<file path="config.mk">
export PLATFORM = sky130hd
export DESIGN_NAME = mem_access_unit_flat
export DESIGN_NICKNAME = d
export VERILOG_FILES = /design/src/rtl/mem_access_unit_if.sv /design/src/rtl/mem_access_unit.sv /design/src/flat_wrapper.sv
export SDC_FILE = /design/constraint.sdc
export NUM_CORES = 1
export LEC_CHECK = 0
export CORE_ASPECT_RATIO = 0.5
export CORE_MARGIN = 2
export CORE_UTILIZATION = 47
export CTS_CLUSTER_DIAMETER = 150
export DETAILED_ROUTE_END_ITERATION = 10
export GPL_ROUTABILITY_DRIVEN = 1
export PLACE_DENSITY = 0.92
export SLEW_MARGIN = 20
export SYNTH_ARGS = -nofsm -noshare
export SYNTH_HDL_FRONTEND = slang
export SYNTH_SLANG_ARGS = --single-unit
</file>
<file path="constraint.sdc">
create_clock -name clk -period 9 [get_ports clk]
set_clock_uncertainty 0.1 [all_clocks]
set_input_delay 2.7 -clock clk [delete_from_list [all_inputs] [get_ports clk]]
set_output_delay 2.7 -clock clk [all_outputs]
set_load 0.05 [all_outputs]
</file>
<file path="src/rtl/mem_access_unit_if.sv">
// Data-memory bus between the MEM-stage load/store unit (master) and data memory (slave).
// The master issues a request with lane-aligned write data and a byte mask. The slave
// answers with an ack, and read data is valid in the same cycle as that ack.
interface mem_access_unit_if;
  logic        mem_req;
  logic        mem_we;
  logic [63:0] mem_addr;
  logic [63:0] mem_wdata;
  logic [7:0]  mem_wmask;
  logic        mem_ack;
  logic [63:0] mem_rdata;

  modport master (
    output mem_req, mem_we, mem_addr, mem_wdata, mem_wmask,
    input  mem_ack, mem_rdata
  );

  modport slave (
    input  mem_req, mem_we, mem_addr, mem_wdata, mem_wmask,
    output mem_ack, mem_rdata
  );
endinterface

</file>
<file path="src/rtl/mem_access_unit.sv">
// MEM-stage load/store engine. It takes one load or store from the EX/MEM register and
// runs a req/ack handshake to data memory. It lane-aligns, masks and extends the data,
// and holds the pipeline through stall_o until the access finishes.
// Optional feature: define MEM_MISALIGN_TRAP_EN to trap accesses that are not size-aligned
// (cause 10 for loads, 11 for stores). In that case no bus request is issued.
module mem_access_unit #(
  parameter int TIMEOUT_CYCLES = 16
) (
  input  logic        clk,
  input  logic        rst,
  input  logic        req_valid_i,
  input  logic        req_we_i,
  input  logic [2:0]  req_funct3_i,
  input  logic [63:0] req_addr_i,
  input  logic [63:0] req_wdata_i,
  input  logic        flush_i,
  output logic        stall_o,
  output logic        done_o,
  output logic [63:0] rdata_o,
  output logic        fault_o,
  output logic [1:0]  fault_cause_o,
  mem_access_unit_if.master mem
);

  localparam int CNT_W = (TIMEOUT_CYCLES > 2) ? $clog2(TIMEOUT_CYCLES) : 1;
  localparam logic [CNT_W-1:0] CNT_LAST = CNT_W'(TIMEOUT_CYCLES - 1);

  typedef enum logic [1:0] {IDLE, REQ, DONE, FAULT} state_t;

  state_t           state_q, state_d;
  logic             we_q, we_d;
  logic [2:0]       funct3_q, funct3_d;
  logic [63:0]      addr_q, addr_d;
  logic [63:0]      wdata_q, wdata_d;
  logic [63:0]      rdata_q, rdata_d;
  logic [CNT_W-1:0] cnt_q, cnt_d;
  logic             kill_q, kill_d;
  logic [1:0]       cause_q, cause_d;

  logic [63:0]      shiftedRd;
  logic [63:0]      loadExt;
  logic [63:0]      wdataLane;
  logic [7:0]       sizeMask;
  logic [7:0]       wmaskLane;

`ifdef MEM_MISALIGN_TRAP_EN
  logic [2:0]       alignMask;
  logic             misaligned;

  // An incoming access is misaligned when any address bit below its size is set
  always_comb begin
    alignMask = 3'b000;
    case (req_funct3_i[1:0])
      2'b00:   alignMask = 3'b000;
      2'b01:   alignMask = 3'b001;
      2'b10:   alignMask = 3'b011;
      default: alignMask = 3'b111;
    endcase
    misaligned = |(req_addr_i[2:0] & alignMask);
  end
`endif

  // State and captured-request registers; reset puts everything back to idle with zeroed outputs
  always_ff @(posedge clk or posedge rst) begin
    if (rst) begin
      state_q  <= IDLE;
      we_q     <= 1'b0;
      funct3_q <= 3'b000;
      addr_q   <= 64'd0;
      wdata_q  <= 64'd0;
      rdata_q  <= 64'd0;
      cnt_q    <= '0;
      kill_q   <= 1'b0;
      cause_q  <= 2'b00;
    end else begin
      state_q  <= state_d;
      we_q     <= we_d;
      funct3_q <= funct3_d;
      addr_q   <= addr_d;
      wdata_q  <= wdata_d;
      rdata_q  <= rdata_d;
      cnt_q    <= cnt_d;
      kill_q   <= kill_d;
      cause_q  <= cause_d;
    end
  end

  // Lane steering: shift read data down to bit 0 and extend it, and shift store data and mask up into their byte lanes
  always_comb begin
    shiftedRd = mem.mem_rdata >> {addr_q[2:0], 3'b000};
    case (funct3_q)
      3'b000:  loadExt = {{56{shiftedRd[7]}},  shiftedRd[7:0]};
      3'b001:  loadExt = {{48{shiftedRd[15]}}, shiftedRd[15:0]};
      3'b010:  loadExt = {{32{shiftedRd[31]}}, shiftedRd[31:0]};
      3'b100:  loadExt = {56'd0, shiftedRd[7:0]};
      3'b101:  loadExt = {48'd0, shiftedRd[15:0]};
      3'b110:  loadExt = {32'd0, shiftedRd[31:0]};
      default: loadExt = shiftedRd;
    endcase
    case (funct3_q[1:0])
      2'b00:   sizeMask = 8'h01;
      2'b01:   sizeMask = 8'h03;
      2'b10:   sizeMask = 8'h0F;
      default: sizeMask = 8'hFF;
    endcase
    wdataLane = wdata_q << {addr_q[2:0], 3'b000};
    wmaskLane = sizeMask << addr_q[2:0];
  end

  // Next-state logic: a flush during REQ sets the kill flag, but the bus transaction still runs to ack or timeout
  always_comb begin
    state_d  = state_q;
    we_d     = we_q;
    funct3_d = funct3_q;
    addr_d   = addr_q;
    wdata_d  = wdata_q;
    rdata_d  = rdata_q;
    cnt_d    = cnt_q;
    kill_d   = kill_q;
    cause_d  = cause_q;
    case (state_q)
      IDLE: begin
        if (req_valid_i && !flush_i) begin
          we_d     = req_we_i;
          funct3_d = req_funct3_i;
          addr_d   = req_addr_i;
          wdata_d  = req_wdata_i;
          cnt_d    = '0;
          kill_d   = 1'b0;
          state_d  = REQ;
`ifdef MEM_MISALIGN_TRAP_EN
          if (misaligned) begin
            state_d = FAULT;
            cause_d = req_we_i ? 2'b11 : 2'b10;
          end
`endif
        end
      end
      REQ: begin
        if (flush_i) begin
          kill_d = 1'b1;
        end
        if (mem.mem_ack) begin
          rdata_d = we_q ? 64'd0 : loadExt;
          state_d = (kill_q || flush_i) ? IDLE : DONE;
        end else if (cnt_q == CNT_LAST) begin
          if (kill_q || flush_i) begin
            state_d = IDLE;
          end else begin
            state_d = FAULT;
            cause_d = 2'b01;
          end
        end else begin
          cnt_d = cnt_q + CNT_W'(1);
        end
      end
      DONE:    state_d = IDLE;
      default: state_d = IDLE;
    endcase
  end

  // Output decode: bus signals are driven only in REQ, and stall is combinational so the stage holds from the first cycle
  always_comb begin
    stall_o       = 1'b0;
    done_o        = 1'b0;
    fault_o       = 1'b0;
    mem.mem_req   = 1'b0;
    mem.mem_we    = 1'b0;
    mem.mem_addr  = 64'd0;
    mem.mem_wdata = 64'd0;
    mem.mem_wmask = 8'h00;
    case (state_q)
      IDLE: stall_o = req_valid_i && !flush_i && !rst;
      REQ: begin
        stall_o       = 1'b1;
        mem.mem_req   = 1'b1;
        mem.mem_we    = we_q;
        mem.mem_addr  = {addr_q[63:3], 3'b000};
        mem.mem_wdata = wdataLane;
        mem.mem_wmask = we_q ? wmaskLane : 8'h00;
      end
      DONE:    done_o  = !flush_i;
      default: fault_o = !flush_i;
    endcase
    rdata_o       = rdata_q;
    fault_cause_o = cause_q;
  end

endmodule

</file>
<file path="src/flat_wrapper.sv">
// flat-port wrapper written by rule: the top's interface ports become plain ports
module mem_access_unit_flat 
#(
  parameter int TIMEOUT_CYCLES = 16
)
  (clk, rst, req_valid_i, req_we_i, req_funct3_i, req_addr_i, req_wdata_i, flush_i, stall_o, done_o, rdata_o, fault_o, fault_cause_o, mem_mem_req, mem_mem_we, mem_mem_addr, mem_mem_wdata, mem_mem_wmask, mem_mem_ack, mem_mem_rdata);
  mem_access_unit_if mem_i ();
  input  logic clk;
  input  logic rst;
  input  logic req_valid_i;
  input  logic req_we_i;
  input  logic [2:0] req_funct3_i;
  input  logic [63:0] req_addr_i;
  input  logic [63:0] req_wdata_i;
  input  logic flush_i;
  output logic stall_o;
  output logic done_o;
  output logic [63:0] rdata_o;
  output logic fault_o;
  output logic [1:0] fault_cause_o;
  output wire logic [$bits(mem_i.mem_req)-1:0] mem_mem_req;
  output wire logic [$bits(mem_i.mem_we)-1:0] mem_mem_we;
  output wire logic [$bits(mem_i.mem_addr)-1:0] mem_mem_addr;
  output wire logic [$bits(mem_i.mem_wdata)-1:0] mem_mem_wdata;
  output wire logic [$bits(mem_i.mem_wmask)-1:0] mem_mem_wmask;
  input wire logic [$bits(mem_i.mem_ack)-1:0] mem_mem_ack;
  input wire logic [$bits(mem_i.mem_rdata)-1:0] mem_mem_rdata;
  assign mem_mem_req = mem_i.mem_req;
  assign mem_mem_we = mem_i.mem_we;
  assign mem_mem_addr = mem_i.mem_addr;
  assign mem_mem_wdata = mem_i.mem_wdata;
  assign mem_mem_wmask = mem_i.mem_wmask;
  assign mem_i.mem_ack = mem_mem_ack;
  assign mem_i.mem_rdata = mem_mem_rdata;
  mem_access_unit #(.TIMEOUT_CYCLES(TIMEOUT_CYCLES)) u_core (.clk(clk), .rst(rst), .req_valid_i(req_valid_i), .req_we_i(req_we_i), .req_funct3_i(req_funct3_i), .req_addr_i(req_addr_i), .req_wdata_i(req_wdata_i), .flush_i(flush_i), .stall_o(stall_o), .done_o(done_o), .rdata_o(rdata_o), .fault_o(fault_o), .fault_cause_o(fault_cause_o), .mem(mem_i));
endmodule
</file>
==> metrics <==
result of the run finished, final reports clean; setup repair after global routing missed its margin no; post-synthesis sequential area ratio 0.423; logic gate share of total power 0.506; clock latency reported for the late side of the worst-skew pair 0.51 ns; Top FF cell, synth sky130_fd_sc_hd__dfrtp_1; placement-stage cell area 0.0162 mm^2; drt wl/cell 20.7 um; maximum number of pins on one net before global-route repair 139; flip-flop and latch area 0.00511 mm^2; type of destination of the critical path primary output; vias per std cell 5.76; CTS tree done; destination of the worst register-to-register timing path u_core.rdata_o[53]$_DFFE_PP0P_; die outline width 231 um; synthesis-stage register bit count 204; max cap viols 0; sequential group share of total power 0.304; maximum clock insertion buffer count 3; Vert. Die Dim 117 um; Area Growth Syn to Fin 39.6%; vias in the first global route 11.9k; netlist area before placement 0.0121 mm^2; final design instance area without fill 0.0169 mm^2; area of the multi-input gates 0.00641 mm^2; number of buffer and inverter stages on the critical path 2; clock net sink count 204; clock share of power 0.189; total net switching power 2.11 mW; Row Count 41; final weighted congestion of routability-driven global placement 0.928; final period demand of the worst path 7.28 ns; most frequent cells in the layout sky130_fd_sc_hd__nand2_1, sky130_fd_sc_hd__clkdlybuf4s50_1, sky130_fd_sc_hd__dfrtp_1, sky130_fd_sc_hd__mux2i_1, sky130_fd_sc_hd__nor2_1; Cell Pwr Density 279 mW/mm^2; critical path cell sequence clkdlybuf4s50_1, nand2b_1, nor2_1, nor2_1, nor2_1, clkdlybuf4s50_1; violation count after the first detailed-route iteration 1,302; final setup vio count 0; Critical Setup Path Class input port to primary output; aggregate global-route resource usage 0.315; async set-or-reset flop fraction in the synthesized netlist 1.00; floorplan core area 0.0252 mm^2; M3 GR Usage 0.0625; Mapped Avg Cell Area 8.62 um^2; remaining antenna violation count after routing 0; r2r worst-path depth 6; remaining max-slew budget at the tightest pin 0.317; total of fill cells in the finished design 1,948; number of post-CTS setup repair buffers 0; met2 routing resource usage after global routing 0.520; I/O pin count 408; number of nets in the layout 1,929; number of hold-repair buffers added at the cts stage 0; clock-pin transition on the worst setup and hold timing paths 0.06 ns; max incr delay on CP 0.80 ns; number of distinct library cells after synthesis 51; routed vias 12.0k; final worst-path cycle share 0.809; most common cell after layout, fill and taps aside sky130_fd_sc_hd__nand2_1; HPWL reported at the end of detailed placement 29,800 um; number of antenna violations at the first check in global routing 7; worst-margin pin slew 1.02 ns; number of synthesized flops with an enable pin 0; number of stages on the worst setup path 6; Starting Density 0.478; iteration count of the initial detailed-routing pass 5; GRT overflow 0; Pint 2.59 mW; Max Fanout on Critical Path 6; dominant delay contributor by cell family on the critical path buffers and inverters; count of input and output buffers 403; gr busiest metal met2; fraction of power spent switching nets 0.449; termination of the worst setup path stall_o; hold violation total from the final report 0; summed negative setup slack over all endpoints 0 ns; Critical Path AT 4.48 ns; H-Tree Depth 1; post-CTS resize count 0; synthesized instance count 1,401; layout cells sized above 1 0.0645; CP dominant cell by count sky130_fd_sc_hd__nor2_1; required time at the endpoint of the critical path 6.20 ns; CP startpoint flush_i; sum of routed wire length over all layers 43,100 um; final number of max-transition violations 0; worst supply voltage drop on vdd 0.129 mV; worst-path cell with the longest stage delay sky130_fd_sc_hd__clkdlybuf4s50_1; total leakage power 7.55 nW; wire length of the first global-routing pass 67,100 um; category of the worst setup path launch point input port; die area 0.0271 mm^2; area share of the largest cell type after synthesis 0.423; Root Driver sky130_fd_sc_hd__clkbuf_16; clock buffers created by TritonCTS 21; Fmax achieved 0.137 GHz; drt drc 0; Yosys warning total 0; top cells by area in the synthesized netlist sky130_fd_sc_hd__dfrtp_1, sky130_fd_sc_hd__nand2_1, sky130_fd_sc_hd__mux2i_1, sky130_fd_sc_hd__mux4_2, sky130_fd_sc_hd__and2_1; Hold Path Class register to register; beginning of the worst register-to-register path u_core.addr_q[1]$_DFFE_PP0P_; cell taking the most area after synthesis sky130_fd_sc_hd__dfrtp_1; worst reg2reg setup slack 5.31 ns; met1 global-route usage 0.392
cell type report:
cell class | count | share of cell area
repair buffers | 421 | 0.247
multi-input cells | 1069 | 0.381
clock inverters | 1 | 0.00178
inverters | 10 | 0.00267
flip-flops and latches | 204 | 0.303
well taps | 344 | 0.0255
diodes | 5 | 0.000742
clock buffers | 32 | 0.0378
cell usage after synthesis, types with 6 or more instances:
cell type and n:
sky130_fd_sc_hd__inv_1 9, sky130_fd_sc_hd__a211oi_1 18, sky130_fd_sc_hd__nor2_1 86, sky130_fd_sc_hd__nor2b_1 9, sky130_fd_sc_hd__nor3_1 8, sky130_fd_sc_hd__o21ai_0 63
sky130_fd_sc_hd__a21oi_1 32, sky130_fd_sc_hd__a22oi_1 9, sky130_fd_sc_hd__and3_1 9, sky130_fd_sc_hd__o21a_1 6, sky130_fd_sc_hd__buf_6 6, sky130_fd_sc_hd__mux4_2 33
sky130_fd_sc_hd__nand2_1 480, sky130_fd_sc_hd__a221o_1 42, sky130_fd_sc_hd__a22o_1 17, sky130_fd_sc_hd__nand3_1 13, sky130_fd_sc_hd__buf_1 8, sky130_fd_sc_hd__and2_1 80
sky130_fd_sc_hd__mux2i_1 90, sky130_fd_sc_hd__dfrtp_1 204, sky130_fd_sc_hd__o22ai_1 9, sky130_fd_sc_hd__mux2_2 17, sky130_fd_sc_hd__o211ai_1 13, sky130_fd_sc_hd__buf_2 25
sky130_fd_sc_hd__clkbuf_1 78
worst min-delay path by stage:
stage	startpoint	end	slack, ns	cells after the start
2_1_floorplan	u_core.addr_q[10]$_DFFE_PP0P_	u_core.addr_q[10]$_DFFE_PP0P_	0.34	2
3_3_place_gp	u_core.fault_cause_o[0]$_DFFE_PP0P_	u_core.fault_cause_o[0]$_DFFE_PP0P_	0.35	1
3_5_place_dp	u_core.fault_cause_o[0]$_DFFE_PP0P_	u_core.fault_cause_o[0]$_DFFE_PP0P_	0.35	1
4_1_cts	u_core.fault_cause_o[0]$_DFFE_PP0P_	u_core.fault_cause_o[0]$_DFFE_PP0P_	0.37	1
5_1_grt	u_core.addr_q[59]$_DFFE_PP0P_	u_core.addr_q[59]$_DFFE_PP0P_	0.39	2
6_report	u_core.fault_cause_o[0]$_DFFE_PP0P_	u_core.fault_cause_o[0]$_DFFE_PP0P_	0.36	1
kinds of logic (layout without fill, tap and decap cells):
group / Yosys count / in the layout / share of synthesized area
flops: 204 / 204 / 0.423
compound gates: 221 / 221 / 0.128
fa+ha+maj: 1 / 1 / 0.00104
buf+inv: 131 / 464 / 0.0483
simple gates: 702 / 702 / 0.246
mux: 141 / 141 / 0.153
other cells: 1 / 9 / 0.000311
per-stage QoR:
stage | cells | worst slack (ns) | util | hold slack [ns] | power, mW
after floorplan | 1404 | 0.633 | - | 0.337 | 2.99
after global placement | 2048 | 1.74 | 0.641 | 0.348 | 3.74
after detailed placement | 2048 | 1.74 | 0.641 | 0.353 | 3.79
after CTS | 2081 | 1.73 | 0.667 | 0.367 | 4.69
after global routing | 2084 | 1.59 | 0.668 | 0.389 | 4.90
final | 2086 | 1.72 | 0.668 | 0.365 | 4.70
power groups by stage:
stage | registers, mW | clock network, mW | logic (mW)
3_3_place_gp | 1.43 | 0 | 2.32
3_5_place_dp | 1.43 | 0 | 2.35
5_1_grt | 1.46 | 0.935 | 2.51
4_1_cts | 1.42 | 0.896 | 2.37
2_1_floorplan | 1.82 | 0 | 1.18
6_report | 1.43 | 0.891 | 2.38
sequential cells by signal, indices dropped and copies added, names as in the netlist:
name and flops:
u_core.rdata_o 64, u_core.wdata_q 64, u_core.addr_q 64, u_core.funct3_q 3
u_core.fault_cause_o 1, u_core.kill_q 1, u_core.we_q 1, u_core.state_q 2
u_core.cnt_q 4
metal layers:
| layer | share of wire | wire length (um) |
|---|---|---|
| met4 | 0.061 | 2610 |
| met3 | 0.079 | 3390 |
| met5 | 0.00030 | 13 |
| met2 | 0.48 | 20600 |
| met1 | 0.38 | 16500 |
Note: power is estimated with default switching activity, not from simulation.
